`src/rtl/alu_pkg.sv`:
```
// Shared opcode enum, width constants and sign-extension helper for the ALU.
// Optional status flags are enabled by defining ALU_FLAGS_EN.
package alu_pkg;

    localparam int OPW = 4;
    localparam int DW  = 4;
    localparam int AW  = 6;
    localparam int LW  = 4;

    typedef enum logic [OPW-1:0] {
        OP_ADD   = 4'b0000,
        OP_SUB   = 4'b0001,
        OP_RSUB  = 4'b0010,
        OP_INC   = 4'b0011,
        OP_DEC   = 4'b0100,
        OP_NEG   = 4'b0101,
        OP_DBL   = 4'b0110,
        OP_PASSA = 4'b0111,
        OP_AND   = 4'b1000,
        OP_OR    = 4'b1001,
        OP_XOR   = 4'b1010,
        OP_NOTA  = 4'b1011,
        OP_NAND  = 4'b1100,
        OP_NOR   = 4'b1101,
        OP_XNOR  = 4'b1110,
        OP_PASSB = 4'b1111
    } alu_op_e;

    function automatic logic [AW-1:0] sext(input logic [DW-1:0] v);
        return {{(AW-DW){v[DW-1]}}, v};
    endfunction

endpackage

```
`src/rtl/alu_arith.sv`:
```
// Combinational arithmetic unit: 4-bit signed operands widened to a 6-bit signed
// result, wide enough that no opcode can overflow.
module alu_arith
    import alu_pkg::*;
(
    input  logic [DW-1:0] a,
    input  logic [DW-1:0] b,
    input  logic [2:0]    sel,
    output logic [AW-1:0] y
);

    logic [AW-1:0] w_a;
    logic [AW-1:0] w_b;
    alu_op_e       w_op;

    assign w_a  = sext(a);
    assign w_b  = sext(b);
    assign w_op = alu_op_e'({1'b0, sel});

    always_comb begin
        y = '0;
        case (w_op)
            OP_ADD:   y = w_a + w_b;
            OP_SUB:   y = w_a - w_b;
            OP_RSUB:  y = w_b - w_a;
            OP_INC:   y = w_a + 6'd1;
            OP_DEC:   y = w_a - 6'd1;
            OP_NEG:   y = 6'd0 - w_a;
            // 2*a fits in 5 bits signed, so the shift drops only a copy of the sign
            OP_DBL:   y = {w_a[AW-2:0], 1'b0} + w_b;
            OP_PASSA: y = w_a;
            default:  y = '0;
        endcase
    end

endmodule

```
`src/rtl/alu_core.sv`:
```
// Registered 4-bit ALU: arithmetic unit (alu_arith), logic unit, result mux and
// output registers. Define ALU_FLAGS_EN to add registered zero/neg flag outputs.
module alu_core
    import alu_pkg::*;
(
    input  logic                 clk,
    input  logic                 rst_n,
    input  logic [DW-1:0]        a,
    input  logic [DW-1:0]        b,
    input  logic [OPW-1:0]       sel,
`ifdef ALU_FLAGS_EN
    output logic                 zero,
    output logic                 neg,
`endif
    output logic signed [AW-1:0] y_a,
    output logic [LW-1:0]        y_l
);

    alu_op_e       w_op;
    logic          w_is_logic;
    logic [AW-1:0] w_arith;
    logic [LW-1:0] w_logic;
    logic [AW-1:0] w_y_a_next;
    logic [LW-1:0] w_y_l_next;

    assign w_op       = alu_op_e'(sel);
    assign w_is_logic = sel[OPW-1];

    alu_arith u_arith (
        .a   (a),
        .b   (b),
        .sel (sel[2:0]),
        .y   (w_arith)
    );

    always_comb begin
        w_logic = '0;
        case (w_op)
            OP_AND:   w_logic = a & b;
            OP_OR:    w_logic = a | b;
            OP_XOR:   w_logic = a ^ b;
            OP_NOTA:  w_logic = ~a;
            OP_NAND:  w_logic = ~(a & b);
            OP_NOR:   w_logic = ~(a | b);
            OP_XNOR:  w_logic = ~(a ^ b);
            OP_PASSB: w_logic = b;
            default:  w_logic = '0;
        endcase
    end

    // The inactive unit's output register is forced to zero.
    assign w_y_a_next = w_is_logic ? '0 : w_arith;
    assign w_y_l_next = w_is_logic ? w_logic : '0;

    always_ff @(posedge clk or negedge rst_n) begin
        if (!rst_n) begin
            y_a <= '0;
            y_l <= '0;
        end else begin
            y_a <= w_y_a_next;
            y_l <= w_y_l_next;
        end
    end

`ifdef ALU_FLAGS_EN
    logic w_zero_next;
    logic w_neg_next;

    assign w_zero_next = w_is_logic ? (w_logic == '0) : (w_arith == '0);
    assign w_neg_next  = w_is_logic ? w_logic[LW-1] : w_arith[AW-1];

    always_ff @(posedge clk or negedge rst_n) begin
        if (!rst_n) begin
            zero <= 1'b0;
            neg  <= 1'b0;
        end else begin
            zero <= w_zero_next;
            neg  <= w_neg_next;
        end
    end
`endif

endmodule

```
`config.mk`:
```
export PLATFORM = sky130hd
export DESIGN_NAME = alu_core
export DESIGN_NICKNAME = d
export VERILOG_FILES = /design/src/rtl/alu_pkg.sv /design/src/rtl/alu_arith.sv /design/src/rtl/alu_core.sv
export SDC_FILE = /design/constraint.sdc
export NUM_CORES = 1
export LEC_CHECK = 0
export CAP_MARGIN = 20
export CORE_ASPECT_RATIO = 0.5
export CORE_UTILIZATION = 62
export CTS_BUF_LIST = sky130_fd_sc_hd__clkbuf_4
export CTS_CLUSTER_DIAMETER = 200
export DETAILED_ROUTE_END_ITERATION = 12
export GPL_ROUTABILITY_DRIVEN = 0
export GPL_TIMING_DRIVEN = 0
export PLACE_DENSITY = 0.88
export SYNTH_ARGS = -nofsm -noshare
export SYNTH_HDL_FRONTEND = slang
export SYNTH_HIERARCHICAL = 1
export SYNTH_SLANG_ARGS = --single-unit
```
`constraint.sdc`:
```
create_clock -name clk -period 0.8 [get_ports clk]
set_input_delay 0.24 -clock clk [delete_from_list [all_inputs] [get_ports clk]]
set_output_delay 0.24 -clock clk [all_outputs]
set_load 0.05 [all_outputs]
```
==> results of run 1 <==
## stage by stage
| stage | area [µm²] | utilization |
|---|---|---|
| 2_1_floorplan | 2010 | - |
| 3_3_place_gp | 2270 | 0.857 |
| 3_5_place_dp | 2270 | 0.857 |
## cell families after synthesis
family | after synthesis | synth area share
XOR/XNOR | 17 | 0.0839
adder cells (fa/ha/maj) | 29 | 0.221
buffers and inverters | 37 | 0.137
AND/OR/NAND/NOR | 48 | 0.151
flip-flops | 10 | 0.141
AO/OA/AOI/OAI | 55 | 0.206
multiplexers | 9 | 0.0592
## cell usage after synthesis, types with 5 or more instances
cell and count:
o21ai_1 5, xnor2_1 9, ha_1 25, dfrtp_1 10, nand3_1 5, inv_1 22
xor2_1 8, nand2_1 7, nor2b_1 9, a21oi_1 13, clkbuf_8 7, mux2i_1 6
nor2_1 9, o21ai_0 9
==> results.md, run 1 <==
* Setup Buffers After CTS at 20
* Status: did not finish
* Row count at 13
* Ys async rst share at 1.00
* Synth area leader: ha_1
* Synth Net Count at 248
* Dpl ws at -2.32 ns
* Seq/Total Area, Yosys at 0.141
* Root buffer cell: clkbuf_4
* Post-CTS resize count at 199
* Hold Buf Count CTS at 0
* Mapped Area at between 0.0015 and 0.002 mm²
* Syn_area_per_cell at between 8 and 9 µm²
* Die X at between 70 and 80 µm
* Sink Count at 10
* Halt Stage: 4_1_cts
* I/O pins at 24
* Post-Synthesis Cells at approximately 200
* CTS Buf Count at 3
* Htree depth at 1
* Library cells used by synthesis at slightly below 50
* Post-synth EDFFs at 0
* Yosys warns at 6
* FF+latch count, synth at 10
* Tool error: [ERROR DPL-0038] Utilization greater than 100%, impossible to legalize
* Clock Path Buffers at 2
* Detail Placement HPWL at about 3700 µm
* Area contributors post-synth: ha_1, dfrtp_1, clkbuf_8, inv_1, fa_1
* Initial Util at 0.670
* Synth top area share at 0.176
* Top FF cell, synth: dfrtp_1
* DP Cell Count at around 260
* Die height at roughly 40 µm
* I/O Buffers at 22
==> run 2, diff against run 1 <==
Settings changed: CORE_ASPECT_RATIO 0.5 to unset, CORE_UTILIZATION 62 to 40, CTS_BUF_LIST sky130_fd_sc_hd__clkbuf_4 to unset, CTS_CLUSTER_DIAMETER 200 to unset, PLACE_DENSITY 0.88 to unset, PLACE_DENSITY_LB_ADDON set to 0.15.
==> run 2 against run 1 <==
Net effect: synthesized area is the same; synthesized cell count is the same; the flow now finishes, with violations (setup timing).
==> results.md, run 2 <==
* Status: complete, but fails checks
* Violated checks: setup timing
* CTS Buf Count at 3
* HP Class: in2async
* Antenna violations before repair at 0
* WL final at 4870 µm
* CP top delay family: simple AND/OR/NAND/NOR gates
* I/O Buffers at 22
* ANT cells at 0
* Gr ovfl total at 0
* Worst slew margin at 0.734
* Die height at 68.6 µm
* Post-synth EDFFs at 0
* Ys async rst share at 1.00
* Max Slew Vio Count at 0
* Period minus WS final at ~1.9 ns
* Arrival @ worst endpoint at between 2 and 2.5 ns
* I/O pins at 24
* CP Cell Sequence: buf_16 -> ha_4 -> fa_2 -> nor2b_4 -> or4_1 -> a221oi_2 -> a211oi_2 -> o21ai_1 -> nor2b_1
* Via/cell ratio at approximately 5.4
* Core box area at 0.00414 mm²
* Crit path capture type: flop
* PwrDens at 1060 mW/mm²
* Vias in the first global route at ~1500
* PnR Total Power at roughly 3 mW
* Worst Path Buf+Inv at 1
* Synth Net Count at about 250
* Largest registers: y_a x6, y_l x4
* Most frequent cells in the layout: buf_6, buf_4, ha_1
* Critical path's largest stage delay at 0.43 ns
* Seq/Total Area, Yosys at 0.141
* Critical path fanouts, max at 5
* DR vias at 1647
* Detail Placement HPWL at 3220 µm
* Post-Synthesis Cells at about 200
* Layout area overhead at 57.7%
* Sink Count at 10
* Synth area leader: ha_1
* Finished Core Util at 0.676
* Area contributors post-synth: ha_1, dfrtp_1, clkbuf_8, inv_1, fa_1
* Yosys warns at 6
* Top FF cell, synth: dfrtp_1
* CTS tree: built
* Commonest non-fill, non-tap cell in the layout: buf_6
* Worst VDD drop at roughly 0.48 mV
* CP Launch Type: input pin
* Crit Path Category: in2reg
* Die Area at 0.00471 mm²
* Final worst slack at -1.10 ns
* Largest register FFs at 6
* DRC viols at 0
* Row count at 23
* Mapped Area at approximately 0.0018 mm²
* Final hold vios at 0
* CP Data Required Time at between 0.9 and 1 ns
* First-pass GRT wire length at 7490 µm
* Final setup fails at 20
* Library cells used by synthesis at between 40 and 50
* Synth top area share at 0.176
* WHS at ~0.31 ns
* Most frequent cell after synthesis: ha_1
* Die X at 68.6 µm
* Actual slew at the worst max-slew pin at slightly below 0.4 ns
* Clock Path Buffers at 2
* FF+latch count, synth at 10
* Final net count at roughly 300
* RSZ-0062 raised after global routing: yes
* Slowest cell on crit path: or4_1
* Biggest register: y_a
* Share of layout cells above drive strength 1 at 0.510
* First-pass detailed-route iteration total at 4
* Syn_area_per_cell at slightly below 9 µm²
* Synth cell count leaders: ha_1, inv_1, a21oi_1, dfrtp_1
* WL per Instance at 16.0 µm
* Max-Cap Viols at 0
* Routed Antenna Nets at 0
* Largest net degree at the start of global routing at 14
* Starting DRT DRC Count at roughly 120
* Root buffer cell: clkbuf_8
* Htree depth at 1
* Hold Buf Count CTS at 0
* Clock-pin slew on the worst setup and hold paths at around 0.040 ns
* Peak Freq at roughly 530 MHz
* Initial Util at 0.428
* Dpl ws at -2.32 ns
* Leak at approximately 1.2 nW
* Final Cycle Share at 2.38
* Total GRT Usage at 0.215
-- run 2: cell counts after synthesis --
Identical to the previous run, type by type.
-- run 2: worst paths after layout --
| kind | start | depth (start not counted) | to | slack (ns) |
|---|---|---|---|---|
| worst max-delay path | a[0] | 9 | y_a[5] | -1.10 |
| worst min-delay path | rst_n | 1 | y_a[4] | 0.31 |
| max in group asynchronous | rst_n | 1 | y_a[1] | 0.18 |
| min in group clk | sel[3] | 2 | y_a[3] | 0.40 |
-- run 2: logic make-up (layout without fill, tap and decap cells) --
logic type | count (synthesis) | after routing | share of synthesized area
xor+xnor | 17 | 17 | 0.0839
mux | 9 | 9 | 0.0592
compound gates | 55 | 55 | 0.206
flops | 10 | 10 | 0.141
fa+ha+maj | 29 | 29 | 0.221
simple gates | 48 | 48 | 0.151
buf+inv | 37 | 87 | 0.137
-- run 2: layer usage --
layer	global-route usage	share of wire
met1	0.297	0.45
met2	0.350	0.48
met3	0.0115	0.046
met4	0.0755	0.028
met5	0	0
-- run 2: metrics by stage --
step	instances	TNS (ns)	area, µm²
6_report	305	-8.73	2800
3_3_place_gp	277	-24.02	2290
3_5_place_dp	277	-24.21	2290
5_1_grt	305	-9.62	2800
4_1_cts	299	-8.40	2680
2_1_floorplan	205	-6.26	2010
-- run 2: layout make-up --
class | count | area [µm²]
Multi-Input combinational cell | 158 | 1510
Fill cell | 313 | 1340
Timing Repair Buffer | 46 | 526
Sequential cell | 10 | 262
Buffer | 15 | 221
Inverter | 22 | 169
Tap cell | 50 | 62.6
Clock buffer | 4 | 55.1
-- run 2: power breakdown --
group / switching, mW / internal, mW
clock network: 0.183 / 0.431
logic: 0.907 / 0.872
registers: 0.0206 / 0.564
total: 1.11 / 1.87
-- run 2: what timing repair did --
action,CTS,global route
gates resized for setup,186,13
cloned,0,1
setup buffers,18,5
pin swaps,21,19
setup endpoints to repair,20,20
Power figures use the tool's default switching activity.
==> edit 1 (settings of run 2) <==
Add a define of `ALU_FLAGS_EN`.
--- a/src/rtl/alu_core.sv
+++ b/src/rtl/alu_core.sv
@@ -1,5 +1,7 @@
 // Registered 4-bit ALU: arithmetic unit (alu_arith), logic unit, result mux and
 // output registers. Define ALU_FLAGS_EN to add registered zero/neg flag outputs.
+`define ALU_FLAGS_EN
+
 module alu_core
     import alu_pkg::*;
 (
Formal check against the unedited RTL (old outputs only; new: neg and zero): equivalent (Yosys induction, for registers that start in step).
==> edit 1 against run 2 <==
The run ends with DRC, hold timing, setup timing left. Area after synthesis grew 6.2%. Maximum frequency shrank 6.7%. Synthesized cell count grew 0.98%. Non-clock buffer count grew 19. Wire length grew 0.92%. Design area grew 14%. Count of clock-buffer cells in the layout is the same. Sequential power grew 21%. Global-route usage shrank 0.89 points. Sequential cell count grew 2. Setup slack lost 140 ps. Total power grew 16%. Largest cell class unchanged.
==> edit 1: results (changes against run 2) <==
routing:
  route.detailed.drc: 8  # +8
  totalWireLength_mm: 4.92  # +0.92%
  vias: 1789  # +8.6%
  dr.pass1.iters: 8  # +4
  drt_iter0_drc: 125  # +7.8%
global_routing:
  grt_pass1_wl_mm: 8.27  # +11%
  grt_use_total_pct: 20.6  # -0.89 points
  grt_pass1_vias: 1727  # +14%
  grt_max_degree: 13  # -1
outcome:
  outcome: "complete, but fails checks"
  failed_checks: "DRC, hold timing, setup timing"
timing:
  fin_tns_setup_ps: -12540  # -3810 ps
  hold_viol: 12  # +12
  setup_viol: 24  # +20%
  hold_slack_ps: -44.6  # -351 ps
  setup_slack_ps: -1240  # -136 ps
  relSlewSlack_pct: 66.8  # -6.6 points
synthesis:
  async_flop_share_pct: 100  # unchanged
  ys_dominant_reg_cell: "dfrtp_1"
  synth_nets: 250  # +0.81%
  synth.distinct_cells: 47  # -4.1%
  netlist_top_cells_count: "inv_1, ha_1, dfrtp_1"
  ys_top_cells_by_area: "ha_1, dfrtp_1, inv_1"
  yosysSeqAreaShare_pct: 15.9  # +1.8 points
  synth_warnings: 6  # unchanged
critical_path:
  crit_end: "zero"
  crit_start: "b[0]"
  worstPathArrival_ps: 2180  # +120 ps
  path_max_fanout: 4  # -1
power:
  leakagePower_nw: 1.40  # +17%
  p_int_w: 0.00220  # +18%
  vdd_drop_max_uv: 538  # +12%
final_layout:
  nets: 321  # +7.4%
  n_antenna_cell: 0  # unchanged
  drive_above_1_share_pct: 58.1  # +7.1 points
  nFillCells: 322  # +2.9%
cts:
  numCtsBuffers: 3  # unchanged
  clk_pin_slew_worst_paths_ps: 50
  h-tree-depth: 1  # unchanged
placement:
  dp_hpwl_mm: 3.41  # +6.1%
  io_buffers: 25  # +14%
edit 1: critical path: stages:
cell and delay (ps):
buf_16 120, inv_8 50, ha_4 120, inv_2 40
fa_1 430, mux4_2 460, mux2_4 300, nor4_2 260
nand2_1 100, o31ai_2 60
edit 1: cell families (layout without fill, tap and decap cells):
| group | count (synthesis) | after routing | share of synthesized area (%) |
|---|---|---|---|
| flip-flops | 12 | 12 | 15.9 |
| XOR/XNOR | 13 | 13 | 6.04 |
| AND/OR/NAND/NOR | 48 | 48 | 14.4 |
| adder cells (fa/ha/maj) | 29 | 29 | 20.8 |
| AO/OA/AOI/OAI | 49 | 49 | 17.8 |
| buffers and inverters | 41 | 111 | 12.9 |
| multiplexers | 15 | 15 | 12.1 |
edit 1: timing repair:
| action | CTS | global route |
|---|---|---|
| gates cloned | 2 | 0 |
| pin swaps | 26 | 16 |
| setup buffers | 32 | 8 |
| hold endpoints to repair | 0 | 7 |
| setup endpoints to repair | 24 | 35 |
| resized for setup | 204 | 19 |
edit 1: per-layer routing:
metal / part of all wire, % / routed length, µm / global-route usage (%)
met5: 0 / 0 / 0
met4: 1.7 / 83 / 6.22
met3: 2.4 / 120 / 1.14
met1: 47 / 2330 / 28.4
met2: 48 / 2380 / 35.2
edit 1: stage by stage:
stage               util, %  instances  setup slack (ps)  cell area, µm²  total power, W
finish                 71.5        329             -1240            3180         0.00345
global route           71.5        329             -1290            3180         0.00365
CTS                    68.9        322             -1200            3060         0.00334
detailed placement     56.1        284             -2540            2490         0.00231
global placement       56.1        284             -2530            2490         0.00230
floorplan                 -        207             -1180            2180         0.00183
edit 1: power groups by stage:
stage          sequential, W  combinational [W]  clock [W]
6_report            0.000706            0.00212   0.000632
4_1_cts             0.000707            0.00199   0.000640
5_1_grt             0.000709            0.00226   0.000689
2_1_floorplan       0.000933           0.000900          0
3_5_place_dp        0.000704            0.00161          0
3_3_place_gp        0.000702            0.00160          0
edit 1: cell type report:
cell class	instances	area share, %
inverters	27	6.30
multi-input cells	154	50.0
well taps	52	2.05
clock buffers	4	1.73
plain buffers	14	7.28
flip-flops and latches	12	9.88
repair buffers	66	22.8
edit 1: worst min-delay path by stage:
stage                       from     end
after CTS                 sel[3]  y_a[5]
after global placement     rst_n    zero
after floorplan            rst_n     neg
after global routing       rst_n    zero
final                      rst_n    zero
after detailed placement   rst_n    zero
==> edit 2 (config.mk and constraints of run 2) <==
Made on the original files. The output `y_l` loses its register stage (`y_l` becomes a continuous assignment).
--- a/src/rtl/alu_core.sv
+++ b/src/rtl/alu_core.sv
@@ -55,12 +55,12 @@
     always_ff @(posedge clk or negedge rst_n) begin
         if (!rst_n) begin
             y_a <= '0;
-            y_l <= '0;
         end else begin
             y_a <= w_y_a_next;
-            y_l <= w_y_l_next;
         end
     end
+
+    assign y_l = w_y_l_next;
 
 `ifdef ALU_FLAGS_EN
     logic w_zero_next;
Formal check against the unedited RTL: not equivalent (a bounded check fails within 4 cycles, from zero or initial values and one cycle with rst_n low).
==> edit 2 against run 2 <==
The run still ends with setup timing left. Setup slack improved by 46 ps. Total power decreased by 10%. Area after synthesis down 5.6%. Sequential share of layout area shrank 3.7 points. Sequential power fell by 39%. Count of clock-buffer cells in the layout is the same. Wire length increased by 3.5%. Cell count is 0.98% lower. Sequential cell count fell by 4. Design area decreased by 0.67%. Critical path type unchanged. Largest cell class unchanged. Highest routed layer unchanged.
==> edit 2: results (changes against run 2) <==
outcome:
  outcome: "complete, but fails checks"
  failed_checks: "setup timing"
final_layout:
  drive_above_1_share_pct: 52.0  # +1.0 points
  reg_top3: "y_a: 6 flops"
  nFillCells: 290  # -7.3%
  n_antenna_cell: 0  # unchanged
  nets: 296  # -1.0%
cts:
  clk_pin_slew_worst_paths_ps: 40  # about the same
  clk_path_buf_depth: 2  # unchanged
  numCtsBuffers: 3  # unchanged
  clock_tree.root_cell: "clkbuf_8"
  h-tree-depth: 1  # unchanged
placement:
  dpl_cell_area_um2: 2170  # -5.1%
  io_buffers: 22  # unchanged
  dp_hpwl_mm: 3.44  # +6.8%
timing:
  setup_viol: 16  # -20%
  fin_tns_setup_ps: -9890  # -1160 ps
  worst_pin_slew_ps: 613  # +224 ps
  setup_slack_ps: -1050  # +45.7 ps
synthesis:
  yosysSeqAreaShare_pct: 8.96  # -5.1 points
  synth_mux_area_share_pct: 6.27  # +0.35 points
  async_flop_share_pct: 100  # unchanged
  synthAdderAreaFrac_pct: 23.5  # +1.3 points
  synth.distinct_cells: 49  # unchanged
  ys_top_cells_by_area: "ha_1, dfrtp_1, clkbuf_8"
  ys_dominant_reg_cell: "dfrtp_1"
  netlist_top_cells_count: "ha_1, inv_1, a21oi_1"
  synth_warnings: 6  # unchanged
  synth-compound-area-share_pct: 21.9  # +1.2 points
  synth_nets: 244  # -1.6%
  synth-xor-area-share_pct: 8.89  # +0.50 points
routing:
  drtAntennaViolNets: 0  # unchanged
  totalWireLength_mm: 5.04  # +3.5%
  dr.pass1.iters: 5  # +1
  drt_iter0_drc: 30  # -74%
  vias_per_cell: 5.55  # +2.8%
global_routing:
  grt_use_total_pct: 23.8  # +2.3 points
  grt_pass1_wl_mm: 8.09  # +8.0%
  grt_pass1_vias: 1757  # +16%
  antenna_found_initial: 0  # unchanged
  grt_max_degree: 11  # -3
power:
  switching_power_w: 0.00107  # -3.6%
  leakagePower_nw: 1.19  # -0.95%
  vdd_drop_max_uv: 392  # -19%
hold_path:
  hold_path_class: "input port to async pin"
critical_path:
  worstPathArrival_ps: 2000  # -60 ps
  path_max_fanout: 5  # unchanged
  cp_slowest_cell: "or4_4"
  cp_slowest_stage_delay_ps: 430  # about the same
## edit 2: final cells by class
cell class              instances  area (µm²)  area share [%]
multi-input cells             158        1550            55.7
repair buffers                 47         568            20.4
plain buffers                  15         245            8.82
flip-flops and latches          6         156            5.62
well taps                      50        62.6            2.25
clock buffers                   4        45.0            1.62
inverters                      22         154            5.53
## edit 2: metrics by stage
stage                     total power (W)  std cells  utilization (%)  hold WS [ps]  setup slack, ps
after floorplan                   0.00137        201                -         -55.6            -1040
after global placement            0.00174        273             54.3           481            -2430
after detailed placement          0.00179        273             54.3           498            -2480
after CTS                         0.00259        299             67.6           265            -1050
after global routing              0.00284        302             69.5           272            -1120
final                             0.00268        302             69.5           258            -1050
## edit 2: cells by family after synthesis
family                     after synthesis
adders and majority gates               29
AOI/OAI and AO/OA                       55
DFF                                      6
and+or+nand+nor                         48
buffers and inverters                   37
muxes                                    9
xor gates and xnor gates                17
## edit 2: worst max-delay path: cells and delay by family
| kind | cells | cell delay [ps] |
|---|---|---|
| AND/OR/NAND/NOR | 3 | 720 |
| buffers and inverters | 1 | 130 |
| AO/OA/AOI/OAI | 3 | 400 |
| adder cells (fa/ha/maj) | 2 | 490 |
## edit 2: timing repair
item                       in CTS  in global routing
pin swaps                      24                 13
buffers inserted               21                  3
setup endpoints to repair      16                 16
gates resized for setup       195                 15
gates cloned                    1                  0
## edit 2: how the worst max path moves through the flow
stage,endpoint,depth (start not counted),from
after CTS,y_a[4],9,a[0]
after global routing,y_a[5],9,a[0]
final,y_a[5],9,a[0]
after global placement,y_l[0],8,a[0]
after floorplan,y_a[3],10,a[2]
after detailed placement,y_l[0],7,a[0]
## edit 2: per-layer routing
metal / GRT usage (%) / wire length [µm] / vias up
li1: - / - / 802
met1: 26.7 / 2080 / 809
met2: 43.4 / 2590 / 51
met3: 3.77 / 216 / 14
met4: 10.4 / 153 / 0
met5: 0 / 0 / -
## edit 2: power groups by stage
| stage | sequential [W] | combinational [W] | clock [W] |
|---|---|---|---|
| after floorplan | 0.000464 | 0.000903 | 0 |
| after global placement | 0.000350 | 0.00139 | 0 |
| after detailed placement | 0.000352 | 0.00144 | 0 |
| after CTS | 0.000355 | 0.00176 | 0.000474 |
| after global routing | 0.000357 | 0.00198 | 0.000498 |
| final | 0.000354 | 0.00186 | 0.000464 |
